--- src/rtl/keypad_debouncer_if.sv ---
// rtl/keypad_debouncer_if.sv - keypad line and conditioned key output bundle
interface keypad_debouncer_if;
    logic [11:0] keys;
    logic [3:0]  button;
    logic        bstate;
    logic        readInput;
    logic        keyStrobe;
    logic        chordErr;

    modport master (
        output keys,
        input  button, bstate, readInput, keyStrobe, chordErr
    );

    modport slave (
        input  keys,
        output button, bstate, readInput, keyStrobe, chordErr
    );
endinterface

--- src/rtl/keypad_debouncer.sv ---
// rtl/keypad_debouncer.sv - 12-key debouncer/encoder with chord rejection; KEYPAD_REPEAT_EN adds auto-repeat
module keypad_debouncer #(
    parameter int DEBOUNCE_CYCLES = 12000,
    parameter int REPEAT_CYCLES   = 6000000
) (
    input  logic               hwclk,
    input  logic               reset,
    keypad_debouncer_if.slave  kp
);
    localparam int CW = $clog2(DEBOUNCE_CYCLES + 1);

    typedef enum logic [2:0] {IDLE, PRESS_DB, HELD, RELEASE_DB, TRAIL} state_t;

    state_t        state, state_nxt;
    logic [11:0]   sync1, ks, ks_prev;
    logic [CW-1:0] cnt;
    logic [11:0]   key_pat, key_pat_nxt;
    logic          chord_lock, chord_lock_nxt;
    logic [3:0]    button_r, button_nxt;
    logic          bstate_r, bstate_nxt;
    logic          read_r, read_nxt;
    logic          strobe_r, strobe_nxt;
    logic          chord_r, chord_nxt;
    logic          ks_none, ks_single, reach;
    logic [3:0]    ks_code;

`ifdef KEYPAD_REPEAT_EN
    localparam int RW = $clog2(REPEAT_CYCLES + 1);
    logic [RW-1:0] rpt, rpt_nxt;
`endif

    assign kp.button    = button_r;
    assign kp.bstate    = bstate_r;
    assign kp.readInput = read_r;
    assign kp.keyStrobe = strobe_r;
    assign kp.chordErr  = chord_r;

    // Two-flop synchronizer plus stability counter that restarts on any ks change
    always_ff @(posedge hwclk) begin
        if (reset) begin
            sync1   <= '0;
            ks      <= '0;
            ks_prev <= '0;
            cnt     <= '0;
        end else begin
            sync1   <= kp.keys;
            ks      <= sync1;
            ks_prev <= ks;
            if (ks != ks_prev)
                cnt <= '0;
            else if (cnt != CW'(DEBOUNCE_CYCLES))
                cnt <= cnt + 1'b1;
        end
    end

    // Pattern classification and key encoding of the synchronized lines
    always_comb begin
        ks_none   = (ks == '0);
        ks_single = !ks_none && ((ks & (ks - 12'd1)) == '0);
        // Fires only on the cycle the counter steps onto its limit, so a
        // saturated counter never re-triggers and a ks change always wins.
        reach     = (ks == ks_prev) && (cnt == CW'(DEBOUNCE_CYCLES - 1));
        ks_code   = 4'hF;
        for (int k = 0; k < 12; k++)
            if (ks[k]) ks_code = 4'(k);
    end

    // State and output registers
    always_ff @(posedge hwclk) begin
        if (reset) begin
            state      <= IDLE;
            key_pat    <= '0;
            chord_lock <= 1'b0;
            button_r   <= 4'hF;
            bstate_r   <= 1'b0;
            read_r     <= 1'b0;
            strobe_r   <= 1'b0;
            chord_r    <= 1'b0;
`ifdef KEYPAD_REPEAT_EN
            rpt        <= '0;
`endif
        end else begin
            state      <= state_nxt;
            key_pat    <= key_pat_nxt;
            chord_lock <= chord_lock_nxt;
            button_r   <= button_nxt;
            bstate_r   <= bstate_nxt;
            read_r     <= read_nxt;
            strobe_r   <= strobe_nxt;
            chord_r    <= chord_nxt;
`ifdef KEYPAD_REPEAT_EN
            rpt        <= rpt_nxt;
`endif
        end
    end

    // Next-state and next-output decode
    always_comb begin
        state_nxt      = state;
        key_pat_nxt    = key_pat;
        chord_lock_nxt = chord_lock;
        button_nxt     = button_r;
        bstate_nxt     = bstate_r;
        read_nxt       = read_r;
        strobe_nxt     = 1'b0;
        chord_nxt      = 1'b0;
`ifdef KEYPAD_REPEAT_EN
        rpt_nxt        = '0;
`endif
        case (state)
            // IDLE shares the press path so a pattern that settled while
            // passing through TRAIL/IDLE is still accepted on time.
            IDLE, PRESS_DB: begin
                if (ks_none) begin
                    state_nxt      = IDLE;
                    chord_lock_nxt = 1'b0;
                end else if (reach && ks_single && !chord_lock) begin
                    state_nxt   = HELD;
                    key_pat_nxt = ks;
                    button_nxt  = ks_code;
                    bstate_nxt  = 1'b1;
                    read_nxt    = 1'b1;
                    strobe_nxt  = 1'b1;
                end else if (reach && !ks_single) begin
                    // A rejected chord locks out acceptance until all keys lift
                    state_nxt      = PRESS_DB;
                    chord_nxt      = 1'b1;
                    chord_lock_nxt = 1'b1;
                end else begin
                    state_nxt = PRESS_DB;
                end
            end
            HELD: begin
                if (ks != key_pat) begin
                    state_nxt = RELEASE_DB;
                end else begin
`ifdef KEYPAD_REPEAT_EN
                    if (rpt == RW'(REPEAT_CYCLES - 1))
                        strobe_nxt = 1'b1;
                    else
                        rpt_nxt = rpt + 1'b1;
`endif
                end
            end
            RELEASE_DB: begin
                if (ks == key_pat) begin
                    state_nxt = HELD;
                end else if (ks_none && reach) begin
                    state_nxt  = TRAIL;
                    bstate_nxt = 1'b0;
                end
            end
            TRAIL: begin
                state_nxt = IDLE;
                read_nxt  = 1'b0;
            end
            default: state_nxt = IDLE;
        endcase
    end
endmodule

--- src/flat_wrapper.sv ---
// flat-port wrapper written by rule: the top's interface ports become plain ports
module keypad_debouncer_flat 
#(
    parameter int DEBOUNCE_CYCLES = 12000,
    parameter int REPEAT_CYCLES   = 6000000
)
  (hwclk, reset, kp_keys, kp_button, kp_bstate, kp_readInput, kp_keyStrobe, kp_chordErr);
  keypad_debouncer_if kp_i ();
  input  logic hwclk;
  input  logic reset;
  input wire logic [$bits(kp_i.keys)-1:0] kp_keys;
  output wire logic [$bits(kp_i.button)-1:0] kp_button;
  output wire logic [$bits(kp_i.bstate)-1:0] kp_bstate;
  output wire logic [$bits(kp_i.readInput)-1:0] kp_readInput;
  output wire logic [$bits(kp_i.keyStrobe)-1:0] kp_keyStrobe;
  output wire logic [$bits(kp_i.chordErr)-1:0] kp_chordErr;
  assign kp_i.keys = kp_keys;
  assign kp_button = kp_i.button;
  assign kp_bstate = kp_i.bstate;
  assign kp_readInput = kp_i.readInput;
  assign kp_keyStrobe = kp_i.keyStrobe;
  assign kp_chordErr = kp_i.chordErr;
  keypad_debouncer #(.DEBOUNCE_CYCLES(DEBOUNCE_CYCLES), .REPEAT_CYCLES(REPEAT_CYCLES)) u_core (.hwclk(hwclk), .reset(reset), .kp(kp_i));
endmodule
--- config.mk ---
export PLATFORM = sky130hd
export DESIGN_NAME = keypad_debouncer_flat
export DESIGN_NICKNAME = d
export VERILOG_FILES = /design/src/rtl/keypad_debouncer_if.sv /design/src/rtl/keypad_debouncer.sv /design/src/flat_wrapper.sv
export SDC_FILE = /design/constraint.sdc
export NUM_CORES = 1
export LEC_CHECK = 0
export CAP_MARGIN = 20
export CORE_ASPECT_RATIO = 1.5
export CORE_MARGIN = 1.5
export CORE_UTILIZATION = 39
export CTS_CLUSTER_SIZE = 40
export DETAILED_ROUTE_END_ITERATION = 6
export MAX_ROUTING_LAYER = met4
export PLACE_DENSITY_LB_ADDON = 0.05
export SKIP_CTS_REPAIR_TIMING = 1
export SLEW_MARGIN = 20
export SYNTH_ARGS = -nofsm -noshare
export SYNTH_HDL_FRONTEND = slang
export SYNTH_SLANG_ARGS = --single-unit
export TNS_END_PERCENT = 5
--- constraint.sdc ---
create_clock -name hwclk -period 2.89 [get_ports hwclk]
set_input_delay 0.578 -clock hwclk [delete_from_list [all_inputs] [get_ports hwclk]]
set_output_delay 0.578 -clock hwclk [all_outputs]
set_load 0.02 [all_outputs]
==> impl_metrics.csv, run 1 <==
group,metric,value,unit
outcome,outcome,"complete, no violations",
die,start_util,40.4,%
critical_path,slowest_stage,"dfxtp_1",
critical_path,critPathKind,"register to register",
clocking,numCtsBuffers,9,
timing,final.setup.tns,0,ps
clocking,clockBufferDepth,2,
die,rows,40,
critical_path,r2r-start,"u_core.ks[1]$_SDFF_PP0_",
critical_path,critPathArrivalTime,2800,ps
min_path,hp-class,"register to register",
detailed_routing,dr_total_vias,2356,
timing,slew_violations,0,
pwr,finalPower,2.28,mW
yosys,ys_seq_elements,74,
yosys,synthFlopType,"dfxtp_1",
timing,post-route-period-util,89.3,%
timing,fmax,387,MHz
die,num_io_pins,22,
timing,period_needed,2580,ps
placement,dp_hpwl,5010,um
detailed_routing,wl_per_cell,14.9,um
global_route,grt_max_degree,39,
critical_path,critPathMaxFanout,14,
min_path,holdPathStages,1,
global_route,grt_pass1_wl,11300,um
die,core-area,8060,sq um
die,fp.dieArea,8920,sq um
global_route,antenna_found_initial,0,
pwr,leakagePower,1.42,nW
final_layout,fin_nets,366,
clocking,cts-root-buf,"clkbuf_16",
clocking,path_clk_slew,50,ps
critical_path,path_delay_family,"simple AND/OR/NAND/NOR gates",
final_layout,final_cell_mix,"74 x dfxtp_1, 49 x nor2b_1, 29 x nor2_1",
placement,numPortBuffers,21,
die,die_w,77.6,um
critical_path,path_cells,"xor2_1, nor4_1, nand4_1, nor3_2, nand3_4, mux2_4",
clocking,clock_latency,330,ps
final_layout,antennaDiodeCount,0,
pwr,power_density,602,nW/um^2
critical_path,r2r-end,"u_core.key_pat[6]$_SDFFE_PP0P_",
timing,tightest_slew,779,ps
yosys,synth_edf_count,0,
detailed_routing,drtPass1Iterations,4,
yosys,syn-num-nets,352,
min_path,min_to,"u_core.ks[5]$_SDFF_PP0_",
critical_path,cp.required,3110,ps
die,fp.dieH,115,um
detailed_routing,first_iter_violations,84,
final_layout,fin_cells,460,
timing,setup_viol,0,
placement,dp.cells,444,
detailed_routing,postRouteAntennaNets,0,
critical_path,slowest_delay,560,ps
final_layout,area_growth,16.6,%
final_layout,drive_above_1_share,10.7,%
critical_path,crit_path_end_kind,"register",
critical_path,crit_buf_inv,0,
run,max_cap_violations,0,
global_route,grt_overflow,0,
critical_path,ff2ff_path_depth,6,
yosys,synthCells,336,
yosys,synthArstFlopShare,0,%
min_path,hold_start,"u_core.sync1[5]$_SDFF_PP0_",
critical_path,r2r_slack,310,ps
detailed_routing,vias_per_cell,5.12,
yosys,syn_area,3260,sq um
clocking,cts_sinks,74,
yosys,avgSynthCellArea,9.70,sq um
yosys,ys_warn_count,0,
yosys,netlist-cell-type-count,48,
timing,fin_skew,4.91,ps
timing,rsz0062_at_grt,"false",
timing,hold_viol,0,
placement,gp_congestion,0.826,
detailed_routing,drc,0,
clocking,cts_tree,"yes",
global_route,groute.usage.overall,17.5,%
clocking,htree_levels,3,
final_layout,layout_commonest_cell,"dfxtp_1",
detailed_routing,drt-total-wl,6830,um
timing,max_slew_margin,46.7,%
yosys,synth_seq_area_share,45.5,%
critical_path,worstSetupStartpointType,"register",
final_layout,fillCellCount,781,
global_route,grt_pass1_vias,2328,
pwr,vdd_drop_max,323,uV
-- worst max-delay path by stage --
stage,startpoint,end,slack [ps],cells past startpoint
final,u_core.ks[1]$_SDFF_PP0_,u_core.key_pat[6]$_SDFFE_PP0P_,310,6
after global routing,u_core.ks[2]$_SDFF_PP0_,u_core.key_pat[4]$_SDFFE_PP0P_,90,6
after CTS,u_core.ks[1]$_SDFF_PP0_,u_core.key_pat[5]$_SDFFE_PP0P_,280,6
after detailed placement,u_core.ks[1]$_SDFF_PP0_,u_core.key_pat[6]$_SDFFE_PP0P_,290,6
after global placement,u_core.ks[1]$_SDFF_PP0_,u_core.key_pat[9]$_SDFFE_PP0P_,330,6
after floorplan,u_core.ks[1]$_SDFF_PP0_,u_core.key_pat[10]$_SDFFE_PP0P_,600,8
-- cell type report --
cell class	instances	area (sq um)	share of cell area (%)
Multi-Input combinational cell	232	1640	43.2
Sequential cell	74	1480	39.0
Clock buffer	13	240	6.33
Timing Repair Buffer	25	235	6.19
Tap cell	105	131	3.46
Clock inverter	3	40.0	1.05
Inverter	8	30.0	0.791
-- power breakdown --
part           leakage [nW]  internal, mW  switching (mW)  total (mW)
sequential            0.603          1.04          0.0240        1.07
clock                 0.138         0.666           0.393        1.06
combinational         0.683        0.0706          0.0869       0.158
-- through the flow --
stage / util [%] / setup WS (ps) / instance area (sq um) / hold slack [ps]
2_1_floorplan: - / 605 / 3260 / 414
3_3_place_gp: 43.6 / 329 / 3520 / 418
3_5_place_dp: 43.6 / 289 / 3520 / 422
4_1_cts: 47.1 / 283 / 3800 / 434
5_1_grt: 47.1 / 91.7 / 3800 / 450
6_report: 47.1 / 308 / 3800 / 432
-- flip-flops by register name (all words and copies together), names as in the netlist, 3 cells and up --
| name | flops |
|---|---|
| u_core.cnt | 14 |
| u_core.key_pat | 12 |
| u_core.ks | 12 |
| u_core.ks_prev | 12 |
| u_core.sync1 | 12 |
| u_core.kp.button | 4 |
| u_core.state | 3 |
-- cells in the mapped netlist, types with 5 or more instances --
| library cell | instances | share of area (%) |
|---|---|---|
| dfxtp_1 | 74 | 45 |
| nor2b_1 | 49 | 9.4 |
| nor2_1 | 29 | 3.3 |
| xor2_1 | 18 | 4.8 |
| xnor2_1 | 17 | 4.6 |
| clkbuf_1 | 14 | 1.6 |
| nand4_1 | 13 | 2.5 |
| nor4_1 | 11 | 2.1 |
| nand3_1 | 9 | 1.4 |
| nor3_1 | 9 | 1.4 |
| inv_1 | 8 | 0.92 |
| mux2_4 | 8 | 3.7 |
| a21oi_1 | 7 | 1.1 |
| a211oi_1 | 6 | 1.4 |
| nand2_1 | 6 | 0.69 |
| buf_2 | 5 | 0.77 |
-- layer usage --
layer	GRT usage, %	share of wire (%)	vias up
li1	-	-	1196
met1	16.4	39	1102
met2	31.9	54	40
met3	3.57	3.0	18
met4	11.8	4.4	0
met5	-	0	-
-- cell families (layout without fill, tap and decap cells) --
kind of cell | count (synthesis) | after routing | share of synthesized area [%]
buffers and inverters | 30 | 49 | 4.22
XOR/XNOR | 35 | 35 | 9.41
multiplexers | 13 | 13 | 5.38
flip-flops | 74 | 74 | 45.5
adder cells (fa/ha/maj) | 3 | 3 | 1.11
AND/OR/NAND/NOR | 150 | 150 | 27.7
AO/OA/AOI/OAI | 31 | 31 | 6.72
(Power assumes the default switching activity.)
==> run 2: changes to the inputs <==
Settings changed: CORE_MARGIN 1.5 to unset, SETUP_SLACK_MARGIN set to 0.05.
==> impl_metrics.csv, run 2 (same netlist as run 1, synthesis figures left out) <==
group,metric,value,unit
final_layout,drive_above_1_share,11.5,%
final_layout,layout_commonest_cell,"dfxtp_1",
final_layout,final_cell_mix,"74 x dfxtp_1, 49 x nor2b_1, 29 x nor2_1",
global_route,groute.usage.overall,17.9,%
run,max_cap_violations,0,
pwr,power_frac_comb,6.4,%
detailed_routing,drt-total-wl,6780,um
placement,gp_congestion,0.841,
min_path,hold_start,"u_core.sync1[10]$_SDFF_PP0_",
detailed_routing,dr_total_vias,2300,
final_layout,final_area,3850,sq um
die,core-area,8060,sq um
die,start_util,40.4,%
final_layout,fin_nets,366,
min_path,hp-class,"register to register",
timing,post-route-period-util,92.2,%
critical_path,r2r_slack,230,ps
pwr,p_clk_share,50.4,%
critical_path,cp.required,3110,ps
critical_path,critPathMaxFanout,14,
timing,fmax,375,MHz
timing,tightest_slew,749,ps
die,fp.dieH,114,um
final_layout,top_register,"u_core.cnt",
global_route,grt_overflow,0,
pwr,leakagePower,1.45,nW
critical_path,r2r-end,"u_core.key_pat[6]$_SDFFE_PP0P_",
final_layout,utilization,47.8,%
critical_path,crit_path_end_kind,"register",
global_route,grt_pass1_vias,2312,
critical_path,r2r-start,"u_core.ks[2]$_SDFF_PP0_",
pwr,p_switching,0.515,mW
clocking,cts_tree,"yes",
outcome,outcome,"complete, no violations",
clocking,numCtsBuffers,9,
die,rows,40,
critical_path,critPathKind,"register to register",
global_route,grt_max_degree,26,
placement,numPortBuffers,21,
clocking,clockBufferDepth,2,
timing,final.setup.tns,0,ps
placement,dp_hpwl,4980,um
clocking,htree_levels,3,
global_route,antenna_found_initial,0,
die,fp.dieArea,8730,sq um
pwr,netSwitchingFraction,20.9,%
global_route,grt_pass1_wl,11300,um
clocking,cts_sinks,74,
final_layout,largest_reg_flops,14,
clocking,path_clk_slew,60,ps
pwr,internal_power,1.95,mW
die,die_w,76.6,um
detailed_routing,first_iter_violations,80,
detailed_routing,postRouteAntennaNets,0,
final_layout,fin_cells,460,
clocking,clock_latency,330,ps
critical_path,worstSetupStartpointType,"register",
min_path,holdPathStages,1,
timing,setup_viol,0,
detailed_routing,wl_per_cell,14.7,um
timing,hold_viol,0,
timing,fin_skew,4.74,ps
min_path,min_to,"u_core.ks[10]$_SDFF_PP0_",
final_layout,area.sequential,1480,sq um
final_layout,multi_input_area,1640,sq um
timing,slew_violations,0,
timing,rsz0062_at_grt,"false",
placement,dp.cells,444,
detailed_routing,drtPass1Iterations,4,
die,num_io_pins,22,
final_layout,antennaDiodeCount,0,
critical_path,ff2ff_path_depth,6,
detailed_routing,vias_per_cell,5.00,
pwr,vdd_drop_max,372,uV
final_layout,fillCellCount,763,
timing,max_slew_margin,48.7,%
clocking,cts-root-buf,"clkbuf_16",
detailed_routing,drc,0,
timing,period_needed,2660,ps
final_layout,area_growth,18.2,%
pwr,power.share.sequential,43.2,%
pwr,power_density,640,nW/um^2
placement,placed_area,3520,sq um
critical_path,critPathArrivalTime,2880,ps
-- run 2: changes by cell type in the layout (fill, tap and decap cells not counted), sizes merged --
cell and delta:
clkinv +1, clkbuf -3, bufinv +2
-- run 2: cell type report --
cell class                 count  share of cell area, %
timing repair buffer          25                   6.11
clock buffer                  10                   5.95
multi-input combinational    232                   42.6
inverter                       8                  0.780
sequential                    74                   38.5
clock inverter                 6                   2.73
tap                          105                   3.41
-- run 2: worst max path at each step --
stage	start	endpoint	depth (start not counted)
2_1_floorplan	u_core.ks[1]$_SDFF_PP0_	u_core.key_pat[10]$_SDFFE_PP0P_	8
3_3_place_gp	u_core.ks[0]$_SDFF_PP0_	u_core.key_pat[6]$_SDFFE_PP0P_	6
3_5_place_dp	u_core.ks[0]$_SDFF_PP0_	u_core.key_pat[8]$_SDFFE_PP0P_	6
4_1_cts	u_core.ks[2]$_SDFF_PP0_	u_core.key_pat[6]$_SDFFE_PP0P_	6
5_1_grt	u_core.ks[2]$_SDFF_PP0_	u_core.key_pat[6]$_SDFFE_PP0P_	6
6_report	u_core.ks[2]$_SDFF_PP0_	u_core.key_pat[6]$_SDFFE_PP0P_	6
-- run 2: critical path, stage by stage, from the launching register on --
cell	delay, ps
dfxtp_1	550
xor2_1	150
nor4_1	570
nand4_1	230
nor3_2	330
nand3_4	320
mux2_4	390
-- run 2: metal layers --
metal | routed length [um] | global-route usage, % | part of all wire (%)
met5 | 0 | - | 0
met4 | 261 | 10.6 | 3.9
met3 | 176 | 4.56 | 2.6
met2 | 3540 | 31.6 | 52
met1 | 2800 | 17.5 | 41
-- run 2: power by group through the flow --
| stage | sequential, mW | clock, mW | combinational [mW] |
|---|---|---|---|
| 2_1_floorplan | 1.07 | 0 | 0.130 |
| 3_3_place_gp | 1.09 | 0 | 0.159 |
| 3_5_place_dp | 1.09 | 0 | 0.159 |
| 4_1_cts | 1.07 | 1.27 | 0.159 |
| 5_1_grt | 1.07 | 1.32 | 0.178 |
| 6_report | 1.07 | 1.24 | 0.158 |
-- run 2: per-stage QoR --
step	power (mW)	setup WS (ps)	hold WS, ps
2_1_floorplan	1.20	605	414
3_3_place_gp	1.25	345	420
3_5_place_dp	1.25	330	421
4_1_cts	2.50	299	435
5_1_grt	2.56	128	459
6_report	2.47	226	432
